**src/rtl/arbiter_pkg.sv**
```systemverilog
// Shared state codes, default hold limit and state-to-grant decode for the
// three-requester grant controller.
package arbiter_pkg;

    typedef enum logic [1:0] {
        ST_IDLE = 2'b00,
        ST_G0   = 2'b01,
        ST_G1   = 2'b10,
        ST_G2   = 2'b11
    } state_t;

    localparam int unsigned MAX_HOLD_DEFAULT = 16;

    function automatic logic [2:0] state_to_gnt(input state_t s);
        logic [2:0] g;
        g = '0;
        case (s)
            ST_G0:   g = 3'b001;
            ST_G1:   g = 3'b010;
            ST_G2:   g = 3'b100;
            default: g = '0;
        endcase
        return g;
    endfunction

endpackage

```
**src/rtl/arbiter_hold_timer.sv**
```systemverilog
// Counts cycles a grant has been held and flags the final permitted cycle.
module arbiter_hold_timer
    import arbiter_pkg::*;
#(
    parameter int unsigned MAX_HOLD = MAX_HOLD_DEFAULT,
    parameter int unsigned CW       = 8
) (
    input  logic clk,
    input  logic rst_n,
    input  logic load,
    input  logic busy,
    input  logic done_g,
    output logic hit
);

    localparam logic [CW-1:0] LIMIT = CW'(MAX_HOLD - 1);

    logic [CW-1:0] hold_cnt;

    // Clear on every state load, count while a grant is held, saturate at the limit.
    always_ff @(posedge clk) begin
        if (!rst_n) begin
            hold_cnt <= '0;
        end else if (load) begin
            hold_cnt <= '0;
        end else if (busy && (hold_cnt != LIMIT)) begin
            hold_cnt <= hold_cnt + 1'b1;
        end
    end

    // A voluntary release in the last cycle takes precedence over the forced one.
    always_comb begin
        hit = busy && (hold_cnt == LIMIT) && !done_g;
    end

endmodule

```
**src/rtl/arbiter_grant_ctrl.sv**
```systemverilog
// Sequential side of the 3-requester arbiter: request sync/masking, state
// register loaded from the external next-state logic, grant decode and
// per-grant hold limit.
module arbiter_grant_ctrl
    import arbiter_pkg::*;
#(
    parameter int unsigned MAX_HOLD = MAX_HOLD_DEFAULT,
    parameter int unsigned CW       = 8
) (
    input  logic       CLK,
    input  logic       RESET_N,
    input  logic [2:0] REQ,
    input  logic [2:0] DONE,
    input  logic       Qp1,
    input  logic       Qp0,
    output logic       X2,
    output logic       X1,
    output logic       X0,
    output logic       Q1,
    output logic       Q0,
    output logic [2:0] GNT,
    output logic       BUSY,
    output logic       TIMEOUT
);

    state_t     q, q_next, cand;
    logic [2:0] req_r, mask, last_rel;
    logic [2:0] gnt, rel_mask, x;
    logic       done_g, hit, load, timeout_r;

    arbiter_hold_timer #(
        .MAX_HOLD(MAX_HOLD),
        .CW      (CW)
    ) u_hold_timer (
        .clk   (CLK),
        .rst_n (RESET_N),
        .load  (load),
        .busy  (|gnt),
        .done_g(done_g),
        .hit   (hit)
    );

    // Grant decode, release detection and the request vector offered to the next-state logic.
    always_comb begin
        gnt      = state_to_gnt(q);
        done_g   = |(gnt & DONE);
        rel_mask = gnt & (DONE | {3{hit}});
        x        = req_r & ~mask & ~rel_mask & ~last_rel;
        load     = (q == ST_IDLE) || done_g || hit;
    end

    // Next state: take the external code at arbitration points, but never grant an absent request.
    always_comb begin
        q_next = q;
        cand   = state_t'({Qp1, Qp0});
        if (load) begin
            if (|(state_to_gnt(cand) & ~x)) begin
                q_next = ST_IDLE;
            end else begin
                q_next = cand;
            end
        end
    end

    // State, request sync, timeout mask, one-cycle release mask and timeout pulse.
    always_ff @(posedge CLK) begin
        if (!RESET_N) begin
            q         <= ST_IDLE;
            req_r     <= '0;
            mask      <= '0;
            last_rel  <= '0;
            timeout_r <= 1'b0;
        end else begin
            q         <= q_next;
            req_r     <= REQ;
            mask      <= (mask & req_r) | (hit ? gnt : '0);
            last_rel  <= gnt & DONE;
            timeout_r <= hit;
        end
    end

    assign X2      = x[2];
    assign X1      = x[1];
    assign X0      = x[0];
    assign Q1      = q[1];
    assign Q0      = q[0];
    assign GNT     = gnt;
    assign BUSY    = |gnt;
    assign TIMEOUT = timeout_r;

endmodule

```
**config.mk**
```make
export PLATFORM = sky130hd
export DESIGN_NAME = arbiter_grant_ctrl
export DESIGN_NICKNAME = d
export VERILOG_FILES = /design/src/rtl/arbiter_pkg.sv /design/src/rtl/arbiter_hold_timer.sv /design/src/rtl/arbiter_grant_ctrl.sv
export SDC_FILE = /design/constraint.sdc
export NUM_CORES = 1
export LEC_CHECK = 0
export BUFFER_PORTS_ARGS = -buffer_cell sky130_fd_sc_hd__buf_2
export CORE_MARGIN = 5
export CORE_UTILIZATION = 50
export DETAILED_ROUTE_END_ITERATION = 10
export GPL_TIMING_DRIVEN = 0
export PLACE_DENSITY = 0.85
export SYNTH_ARGS = -nofsm -noshare
export SYNTH_HDL_FRONTEND = slang
export SYNTH_SLANG_ARGS = --single-unit
```
**constraint.sdc**
```tcl
create_clock -name CLK -period 3.8 [get_ports CLK]
set_clock_uncertainty 0.2 [all_clocks]
set_input_delay 0.57 -clock CLK [delete_from_list [all_inputs] [get_ports CLK]]
set_output_delay 0.57 -clock CLK [all_outputs]
set_load 0.02 [all_outputs]
```
# Yosys cells after proc, flatten, opt, wreduce, memory -nomap -nowiden

Index checks and enable logic that the tools add are counted.

Add/subtract/negate cells: 1
Equality and inequality tests: 8
Multiplexer cells: 5
Bitwise logic cells: 14
Reductions and logical operators: 11

Operators with widths:

| operator              | count |
|---|---|
| $and A3 B3 Y3         | 7 |
| $pmux W3 S3           | 2 |
| $not A3 Y3            | 4 |
| $reduce_or A3 Y1      | 3 |
| $add A8 B1 Y8 const B | 1 |
| $eq A2 B2 Y1 const B  | 4 |
| $eq A8 B4 Y1 const B  | 1 |
| $ne A8 B4 Y1 const B  | 1 |
| $mux W3               | 2 |
| $or A3 B3 Y3          | 2 |
| $eq A2 B1 Y1 const B  | 2 |
| $logic_and A1 B1 Y1   | 3 |
| $logic_not A2 Y1      | 1 |
| $logic_or A1 B1 Y1    | 2 |
| $mux W2               | 1 |
| $reduce_or A2 Y1      | 1 |
| $logic_not A1 Y1      | 1 |
| $not A1 Y1            | 1 |

Flip-flop bits (word level): 20
Output and inout port bits: 10

# Longest topological paths before layout

Gate-level depths: netlist (run 1).

Word-level depth: 15
Gate-level depth with buffers: 6

# Modules after synthesis

Synthesis (run 1) repeated with hierarchy kept, for this count alone.

Cells, all modules: 109
Area total of the unflattened synthesis: 983.4 µm²

By module, submodules not included:

| module             | instances | cells each | area each (µm²) |
|---|---|---|---|
| arbiter_grant_ctrl | 1         | 62         | 563.0 |
| arbiter_hold_timer | 1         | 47         | 420.4 |

# Least setup slack after synthesis (run 1)

OpenSTA, ideal clock, no wires.

Path kind: register to output
Start point: register u_hold_timer.hold_cnt[0]
End point: output port X0
Arrival time: 1.791 ns
Setup slack: 1.239 ns
Stages on the path, launching flop included: 6
Path buffers: 0
Cells stage by stage: dfxtp_1 ha_1 and3_1 and2_4 o21ai_0 nor4bb_1

Cells in the longest elaborated chain, start to end: 8

RTL lines:

| what                              | RTL line                 | RTL |
|---|---|---|
| start: declaration                | arbiter_hold_timer.sv:18 | `logic [CW-1:0] hold_cnt;` |
| start signal: assignment          | arbiter_hold_timer.sv:27 | `hold_cnt <= hold_cnt + 1'b1;` |
| $eq A8 B4 Y1                      | arbiter_hold_timer.sv:33 | `hit = busy && (hold_cnt == LIMIT) && !done_g;` |
| $logic_and A1 B1 Y1 (2 in series) | arbiter_hold_timer.sv:33 |  |
| $or A3 B3 Y3                      | arbiter_grant_ctrl.sv:47 | `rel_mask = gnt & (DONE \| {3{hit}});` |
| $and A3 B3 Y3                     | arbiter_grant_ctrl.sv:47 |  |
| $not A3 Y3                        | arbiter_grant_ctrl.sv:48 | `x = req_r & ~mask & ~rel_mask & ~last_rel;` |
| $and A3 B3 Y3 (2 in series)       | arbiter_grant_ctrl.sv:48 |  |
| end: declaration                  | arbiter_grant_ctrl.sv:18 | `output logic X0,` |

No other way between the ends.

# Worst setup path after layout (run 1)

Start point: register u_hold_timer.hold_cnt[0]
End point: output port X1

Cells in the longest elaborated chain, start to end: 8

RTL lines:

| what                              | RTL line                 | RTL |
|---|---|---|
| $eq A8 B4 Y1                      | arbiter_hold_timer.sv:33 |  |
| $logic_and A1 B1 Y1 (2 in series) | arbiter_hold_timer.sv:33 |  |
| $or A3 B3 Y3                      | arbiter_grant_ctrl.sv:47 |  |
| $and A3 B3 Y3                     | arbiter_grant_ctrl.sv:47 |  |
| $not A3 Y3                        | arbiter_grant_ctrl.sv:48 |  |
| $and A3 B3 Y3 (2 in series)       | arbiter_grant_ctrl.sv:48 |  |
| end: declaration                  | arbiter_grant_ctrl.sv:17 | `output logic X1,` |

No other way between the ends.

==> metrics.md, run 1 <==
| Metric | Value |
|---|---|
| Outcome | finished, final reports clean |
| Clk Latency, worst-skew pair | 0.29 ns |
| Clock slew at reported path FFs | 0.09 ns |
| Adder-cell share of the synthesized area | 1.45% |
| Mux share of post-synthesis cell area | 1.31% |
| Layout cell share with drive strength beyond 1 | 27.7% |
| PortBufs | 19 |
| Post-Synth XOR/XNOR Area | 5.09% |
| DR WL/cell | 12.7 µm |
| Min cycle time layout | 2.69 ns |
| Post-CTS setup buffers | 0 |
| Least-Margin Pin Slew | 0.415 ns |
| FP Rows | 15 |
| Pre-Repair DR Iteration Count | 5 |
| CTS tree | yes |
| Final WL | 1.64 mm |
| Syn Inst Count | 90 |
| Top Ports | 20 |
| Pwr Total | 0.353 mW |
| R2R Path Start | u_hold_timer.hold_cnt[0] |
| Hold WC Path Type | reg -> reg |
| Mapped cell area | 861 µm² |
| Max_cap viols | 0 |
| Total grt overflow | 0 |
| Final setup fails | 0 |
| Final worst path period share | 70.8% |
| Worst-path fanout max | 5 |
| Setup Total Neg Slack | 0 ns |
| Antenna fix cells | 0 |
| Largest net degree at the start of global routing | 11 |
| Initial antenna violation count | 0 |
| Hold_buf cts | 0 |
| Total track usage | 14.2% |
| Hold_sp | u_hold_timer.hold_cnt[0] |
| Fmax | 372 MHz |
| Final HPWL DP | 1.32 mm |
| Synth cell types | 31 |
| Vias per inst | 5.67 |
| Root Buffer | clkbuf_4 |
| Worst rel slew slack | 72.3% |
| Cells taking the most area after synthesis | dfxtp_1 47%, nor2_1 5.2%, a32o_1 4.7% |
| Seq. cell area | 400 µm² |
| Clock tree buffer depth | 2 |
| TritonCTS buffer count | 3 |
| Utilization after layout | 59.2% |
| Multi-input gate area | 442 µm² |
| Synth warn | 0 |
| Most frequent cells in the layout | 20 x dfxtp_1, 19 x buf_2, 12 x nor2_1 |
| LEAKAGE | 0.422 nW |
| ANT nets after route | 0 |
| Sequential cell area fraction in the yosys report | 46.5% |
| Reg-to-reg slack, setup | 1.95 ns |
| Worst Setup Path Type | reg -> out |
| Fin. max-slew vios | 0 |
| PwrDens | 354 mW/mm² |
| Final GP Congestion | 0.765 |
| Critical Path RT | 3.03 ns |
| Vias | 731 |
| Worst EP arrival | 1.92 ns |
| Final Instance Area | 1000 µm² |
| Critical path origin | u_hold_timer.hold_cnt[0] |
| Die X | 51.5 µm |
| Top cell type's share of synthesized area | 46.5% |
| Peak supply drop | 0.327 mV |
| Mean post-synth cell area | 9.56 µm² |
| Initial core utilization | 51.0% |
| Synth Area in Compound Gates | 12.9% |
| DIE AREA | 0.00265 mm² |
| Placed Instance Area | 977 µm² |
| Final hold viol count | 0 |
| Largest area contributor in the netlist | dfxtp_1 |
| # fillers | 167 |
| Nets | 125 |
| H-tree depth | 1 |
| Initial DRC Count | 16 |
| Post-CTS resize count | 0 |
| Height of the die | 51.5 µm |
| Simple-gate share of the synthesized area | 30.5% |
| First-pass GRT wire length | 2.87 mm |
| Vias in the first global route | 684 |
| Core Area | 0.00169 mm² |
| Largest family of logic cells by synthesized area | simple AND/OR/NAND/NOR gates |
| Critical Path Source Type | register |
| RSZ-0062 raised after global routing | no |
| Clk sinks | 20 |
| Setup crit end kind | output port |
| Most common cell after layout, fill and taps aside | dfxtp_1 |
| DRC Markers | 0 |
| Layout area overhead | 16.1% |
| Synthesized Nets | 101 |
| Register bit total from synthesis | 20 |
==> synth_stat cells <==
cell type / count
mux2_2: 1
nand3_1: 4
and2_4: 1
inv_1: 5
dfxtp_1: 20
o21ai_0: 4
nand4_1: 1
nor4_4: 1
and3_1: 4
nor2_1: 12
nor2b_1: 1
a32o_1: 4
a31oi_1: 1
xnor2_1: 3
nor4b_1: 2
a22oi_1: 3
xor2_1: 2
o21ai_2: 1
and3_2: 1
nand2_1: 2
nand2b_1: 1
a21oi_1: 1
ha_1: 1
nor3_1: 2
or2_2: 1
a32oi_1: 1
nor3b_1: 1
and2_1: 3
and2_2: 3
nor4_1: 1
nor4bb_1: 2
==> through the flow <==
step           hold slack [ns]  instances  setup WS, ns
2_1_floorplan            0.218         90          1.24
3_3_place_gp             0.230        126          1.42
3_5_place_dp             0.240        126          1.42
4_1_cts                  0.254        129          1.08
5_1_grt                  0.262        129         0.869
6_report                 0.251        129          1.11
==> worst max-delay path: stages (launching register included) <==
cell and delay (ns):
dfxtp_1 0.33, ha_1 0.23, and3_1 0.21, and2_4 0.16, o21ai_0 0.21, nor4bb_1 0.28, buf_2 0.20
==> power by group <==
part	total (mW)	internal (mW)	switching [mW]
Clock	0.0923	0.0369	0.0554
Sequential	0.218	0.214	0.00462
Combinational	0.0429	0.0179	0.0250
==> worst paths after layout <==
check	to	cells after the start
hold / removal	u_hold_timer.hold_cnt[0]	1
setup reg to reg	q[0]	6
hold reg to reg	u_hold_timer.hold_cnt[0]	1
setup / recovery	X1	6
==> area by class of cell <==
class / instances / area share [%]
clock buffer: 3 / 2.25
inverter: 5 / 1.88
multi-input combinational: 65 / 44.2
tap: 17 / 2.13
sequential: 20 / 40.1
timing repair buffer: 19 / 9.51
==> state kept, by name, indices dropped and copies added, names as in the netlist <==
| register | flops |
|---|---|
| u_hold_timer.hold_cnt | 8 |
| last_rel | 3 |
| mask | 3 |
| req_r | 3 |
| q | 2 |
| TIMEOUT | 1 |
==> routing by layer <==
metal,track usage [%],up-vias,share of wire [%]
met5,0,-,0
met4,3.93,0,0.73
met3,5.16,2,7.1
met2,24.2,20,48
met1,16.8,339,44
li1,-,370,-
==> cell families after synthesis <==
kind of cell / Yosys count
compound gates: 15
xor+xnor: 5
fa+ha+maj: 1
buf+inv: 5
flops: 20
mux: 1
simple gates: 43
(Power assumes the default switching activity.)
==> run 2: changes to the inputs <==
--- a/config.mk
+++ b/config.mk
@@ -7,10 +7,10 @@
 export LEC_CHECK = 0
 export BUFFER_PORTS_ARGS = -buffer_cell sky130_fd_sc_hd__buf_2
 export CORE_MARGIN = 5
-export CORE_UTILIZATION = 50
+export CORE_UTILIZATION = 46
 export DETAILED_ROUTE_END_ITERATION = 10
 export GPL_TIMING_DRIVEN = 0
-export PLACE_DENSITY = 0.85
+export PLACE_DENSITY = 0.83
 export SYNTH_ARGS = -nofsm -noshare
 export SYNTH_HDL_FRONTEND = slang
 export SYNTH_SLANG_ARGS = --single-unit
==> constraint.sdc (replaced) <==
create_clock -name CLK -period 2.25 [get_ports CLK]
set_clock_uncertainty 0.2 [all_clocks]
set_input_delay 0.3375 -clock CLK [delete_from_list [all_inputs] [get_ports CLK]]
set_output_delay 0.3375 -clock CLK [all_outputs]
set_load 0.02 [all_outputs]
==> run 2 against run 1 <==
Cell area rose by 13%. Clock power grew to 3.2 times the previous value. First-iteration DRC count shrank 19%. Utilization rose by 5.3 points. Sequential power increased by 70%. Die area increased by 7.0%. Sequential cell count unchanged. Non-clock buffer count is 4 higher. Largest cell class unchanged. Largest power group unchanged.
==> metrics.md, run 2 (same netlist as run 1, synthesis figures left out) <==
| Metric | Value |
|---|---|
| Critical-path top delay cell | dfxtp_2 |
| Total track usage | 16.3% |
| P_int | 0.578 mW |
| Peak supply drop | 0.495 mV |
| Worst rel slew slack | 72.7% |
| Reg with most FFs | u_hold_timer.hold_cnt |
| Top Ports | 20 |
| Layout area overhead | 30.8% |
| Most common cell after layout, fill and taps aside | buf_2 |
| H-tree depth | 1 |
| RSZ-0062 raised after global routing | yes |
| DIE AREA | 0.00284 mm² |
| Final worst path period share | 98.8% |
| Core Area | 0.00175 mm² |
| Largest net degree at the start of global routing | 13 |
| Net Sw Power | 0.169 mW |
| DRC Markers | 0 |
| Initial DRC Count | 13 |
| First-pass GRT wire length | 3.31 mm |
| Critical Path RT | 1.71 ns |
| Most frequent cells in the layout | 17 x buf_2, 16 x dfxtp_1, 12 x nor2_1 |
| Antenna fix cells | 0 |
| Pre-Repair DR Iteration Count | 4 |
| Root Buffer | clkbuf_4 |
| DR WL/cell | 14.4 µm |
| Vias | 790 |
| Clk sinks | 20 |
| Final WL | 2.05 mm |
| FP Rows | 15 |
| Critical Path Source Type | register |
| PortBufs | 19 |
| Final HPWL DP | 1.42 mm |
| Hold_buf cts | 0 |
| Initial core utilization | 49.3% |
| Max reg flops | 8 |
| Min cycle time layout | 2.22 ns |
| Hold WC Path Type | in -> reg |
| Vias per inst | 5.56 |
| Clock power share | 39.4% |
| Fin. max-slew vios | 0 |
| Sw Ratio | 22.6% |
| Slowest cell delay on critical path | 0.36 ns |
| LEAKAGE | 0.458 nW |
| Initial antenna violation count | 0 |
| Critical path, cell by cell | ha_4 -> and3_4 -> and2_4 -> o21ai_2 -> nor4bb_2 -> buf_4 |
| Height of the die | 53.3 µm |
| Die X | 53.3 µm |
| Placed Instance Area | 1000 µm² |
| Least-Margin Pin Slew | 0.409 ns |
| PwrDens | 663 mW/mm² |
| TritonCTS buffer count | 3 |
| Nets | 129 |
| Layout cell share with drive strength beyond 1 | 39.3% |
| Combinational Power Share | 11.1% |
| CTS tree | yes |
| Utilization after layout | 64.5% |
| Clock tree buffer depth | 2 |
| Max_cap viols | 0 |
| Vias in the first global route | 760 |
| Worst EP arrival | 1.68 ns |
| Reg power frac | 49.5% |
| Final GP Congestion | 0.859 |
| Total grt overflow | 0 |
| Final setup fails | 0 |
| Clock slew at reported path FFs | 0.12 ns |
| Setup Total Neg Slack | 0 ns |
| ANT nets after route | 0 |
| Final Instance Area | 0.00113 mm² |
| Final hold viol count | 0 |
| Worst Setup Path Type | reg -> out |
| Fmax | 450 MHz |
| Outcome | finished, final reports clean |
| Clk Latency, worst-skew pair | 0.30 ns |
| Setup crit end kind | output port |
| Worst-path fanout max | 5 |
-- run 2: cell types whose count changed in the layout (fill, tap and decap cells not counted), moves of 2 or more --
cell      previous run  this run
o21ai_2              1         3
buf_2               19        17
buf_4                0         6
dfxtp_1             20        16
nor4bb_1             2         0
o21ai_0              4         2
dfxtp_2              0         4
-- run 2: layout make-up --
type | instances | area (µm²)
sequential | 20 | 405
fill | 150 | 619
multi-input combinational | 65 | 488
clock buffer | 3 | 22.5
tap | 25 | 31.3
clock inverter | 1 | 30.0
inverter | 5 | 18.8
timing repair buffer | 23 | 130
-- run 2: path summary, 6_finish.rpt --
kind	depth (start not counted)	startpoint	to	slack [ns]
worst max-delay path	6	u_hold_timer.hold_cnt[1]	X1	0.03
worst min-delay path	2	REQ[1]	req_r[1]	0.04
worst max register to register	5	q[0]	q[0]	0.31
worst min register to register	2	req_r[2]	mask[2]	0.33
-- run 2: routing by layer --
layer	wire (µm)	track usage, %	up-vias
met1	840	17.7	371
met5	0	0	-
met4	48	7.66	0
met3	106	3.94	9
li1	-	-	384
met2	1050	29.0	26
-- run 2: timing repair --
action,in CTS,in global routing
resized for setup,9,5
buffers inserted,2,2
cloned,0,0
pin swaps,3,3
setup endpoints to repair,3,3
-- run 2: critical path, delay by kind of cell (launching register included) --
kind                       cells  cell delay (ns)
and+or+nand+nor                3             0.55
DFF                            1             0.36
buffers and inverters          1             0.18
adders and majority gates      1             0.16
AOI/OAI and AO/OA              1             0.12
-- run 2: power by group through the flow --
stage	Combinational, mW	Sequential, mW	Clock, mW
after global placement	0.0730	0.376	0
after CTS	0.0790	0.369	0.295
after detailed placement	0.0744	0.377	0
after floorplan	0.0430	0.378	0
after global routing	0.0899	0.371	0.321
final	0.0828	0.370	0.294
-- run 2: per-stage QoR --
stage / worst slack [ns] / total power [mW] / instances / hold WS, ns
2_1_floorplan: 0.112 / 0.421 / 90 / 0.218
3_3_place_gp: 0.0968 / 0.449 / 134 / 0.230
3_5_place_dp: 0.0771 / 0.451 / 134 / 0.237
4_1_cts: 0.000876 / 0.743 / 140 / 0.0350
5_1_grt: -0.0604 / 0.781 / 142 / 0.0296
6_report: 0.0280 / 0.747 / 142 / 0.0385
==> run 3: changes to the inputs <==
--- a/config.mk
+++ b/config.mk
@@ -6,11 +6,13 @@
 export NUM_CORES = 1
 export LEC_CHECK = 0
 export BUFFER_PORTS_ARGS = -buffer_cell sky130_fd_sc_hd__buf_2
+export CELL_PAD_IN_SITES_DETAIL_PLACEMENT = 1
+export CELL_PAD_IN_SITES_GLOBAL_PLACEMENT = 1
 export CORE_MARGIN = 5
-export CORE_UTILIZATION = 46
+export CORE_UTILIZATION = 34
 export DETAILED_ROUTE_END_ITERATION = 10
 export GPL_TIMING_DRIVEN = 0
-export PLACE_DENSITY = 0.83
+export PLACE_DENSITY = 0.81
 export SYNTH_ARGS = -nofsm -noshare
 export SYNTH_HDL_FRONTEND = slang
 export SYNTH_SLANG_ARGS = --single-unit
==> run 3 against run 2 <==
Hold slack lost 0.017 ns. Largest cell class unchanged. Via count shrank 2.8%. Highest routed layer unchanged. Setup slack gained 0.00063 ns. Utilization shrank 19 points. Global-route usage shrank 3.3 points. Non-clock buffer count shrank 1. Critical path depth is the same. First-iteration DRC count grew 23%. Critical path type unchanged.
==> metrics.md, run 3 (same netlist as run 1, synthesis figures left out) <==
| Metric | Value |
|---|---|
| Nets | 128 |
| Worst-path fanout max | 5 |
| Top Ports | 20 |
| Setup slack after layout | 0.0286 ns |
| Vias | 768 |
| Final setup fails | 0 |
| Worst EP arrival | 1.68 ns |
| Peak supply drop | 0.589 mV |
| Final worst path period share | 98.7% |
| Final Instance Area | 0.00112 mm² |
| Hold WC Path Type | in -> reg |
| Non-Filler Instances | 146 |
| Antenna fix cells | 0 |
| Final HPWL DP | 1.58 mm |
| Least-Margin Pin Slew | 0.401 ns |
| Clk Latency, worst-skew pair | 0.31 ns |
| Layout cell share with drive strength beyond 1 | 39.7% |
| Clk sinks | 20 |
| LEAKAGE | 0.451 nW |
| DIE AREA | 0.00364 mm² |
| Hold_buf cts | 0 |
| Reg-to-reg slack, setup | 0.40 ns |
| Largest net degree at the start of global routing | 13 |
| Height of the die | 60.3 µm |
| PwrDens | 665 mW/mm² |
| PortBufs | 19 |
| Outcome | finished, final reports clean |
| Fmax | 450 MHz |
| Placed cells | 139 |
| TritonCTS buffer count | 3 |
| Utilization after layout | 45.5% |
| Max reg flops | 8 |
| Most frequent cells in the layout | 18 x buf_2, 16 x dfxtp_1, 12 x nor2_1 |
| Final GP Congestion | 0.776 |
| ANT nets after route | 0 |
| Final WL | 2.16 mm |
| Core Area | 0.00245 mm² |
| Layout area overhead | 29.7% |
| Root Buffer | clkbuf_4 |
| Initial antenna violation count | 0 |
| Most common cell after layout, fill and taps aside | buf_2 |
| Worst Setup Path Type | reg -> out |
| Total track usage | 13.0% |
| First-pass GRT wire length | 3.51 mm |
| Vias per inst | 5.26 |
| DR WL/cell | 14.8 µm |
| Die X | 60.3 µm |
| Critical Path RT | 1.71 ns |
| Initial core utilization | 35.1% |
| Pre-Repair DR Iteration Count | 4 |
| DRC Markers | 0 |
| Placed Instance Area | 0.00101 mm² |
| RSZ-0062 raised after global routing | yes |
| Reg with most FFs | u_hold_timer.hold_cnt |
| FP Rows | 18 |
| Clock slew at reported path FFs | 0.12 ns |
| H-tree depth | 1 |
| CTS tree | yes |
| Vias in the first global route | 785 |
| Pre-CTS setup slack | 0.0531 ns |
| Setup crit end kind | output port |
| Fin. max-slew vios | 0 |
| Critical Path Source Type | register |
| Total grt overflow | 0 |
| Final hold viol count | 0 |
| Clock tree buffer depth | 2 |
| Initial DRC Count | 16 |
| Max_cap viols | 0 |
| Min cycle time layout | 2.22 ns |
| Worst rel slew slack | 73.2% |
==> run 3: cell count changes in the layout (fill, tap and decap cells not counted) <==
cell | before | now
buf_4 | 6 | 4
nor2b_2 | 0 | 1
nor4bb_4 | 1 | 0
nor2b_1 | 1 | 0
buf_2 | 17 | 18
nor4bb_2 | 1 | 2
==> run 3: final timing paths <==
check	from	endpoint	cells past startpoint
hold / removal	REQ[2]	req_r[2]	2
setup reg to reg	q[0]	u_hold_timer.hold_cnt[5]	4
setup / recovery	u_hold_timer.hold_cnt[0]	X0	6
hold reg to reg	u_hold_timer.hold_cnt[0]	u_hold_timer.hold_cnt[0]	2
==> run 3: repair_timing <==
action | 4_1_cts | 5_1_grt
setup buffers | 2 | 1
gates resized for setup | 9 | 4
pin swaps | 4 | 2
setup endpoints to repair | 3 | 3
==> run 3: layout make-up <==
type / instances / area (µm²)
Tap cell: 30 / 37.5
Sequential cell: 20 / 405
Inverter: 5 / 18.8
Fill cell: 292 / 1340
Timing Repair Buffer: 22 / 120
Clock buffer: 3 / 22.5
Multi-Input combinational cell: 65 / 482
Clock inverter: 1 / 30.0
==> run 3: report_power, final <==
part           internal, mW  total [mW]  switching, mW
Sequential            0.361       0.370        0.00853
Clock                 0.180       0.293          0.113
Combinational        0.0339      0.0788         0.0449
==> run 3: layer usage <==
layer	vias up	global-route usage [%]	share of wire, %
met2	21	23.0	51
met1	368	14.4	41
met4	0	3.48	0.56
met5	-	0	0
li1	377	-	-
met3	2	4.97	7.9
==> run 3: per-stage QoR <==
| step | TNS (ns) | hold slack, ns | power (mW) |
|---|---|---|---|
| 2_1_floorplan | 0 | 0.218 | 0.421 |
| 3_3_place_gp | 0 | 0.232 | 0.450 |
| 3_5_place_dp | 0 | 0.255 | 0.452 |
| 4_1_cts | -0.00971 | 0.0116 | 0.755 |
| 5_1_grt | -0.133 | 0.0191 | 0.782 |
| 6_report | 0 | 0.0211 | 0.742 |
==> run 3: worst max-delay path, stage by stage, from the launching register on <==
cell	delay (ns)
dfxtp_2	0.35
ha_4	0.16
and3_4	0.18
and2_4	0.16
o21ai_2	0.13
nor4bb_2	0.20
buf_2	0.20
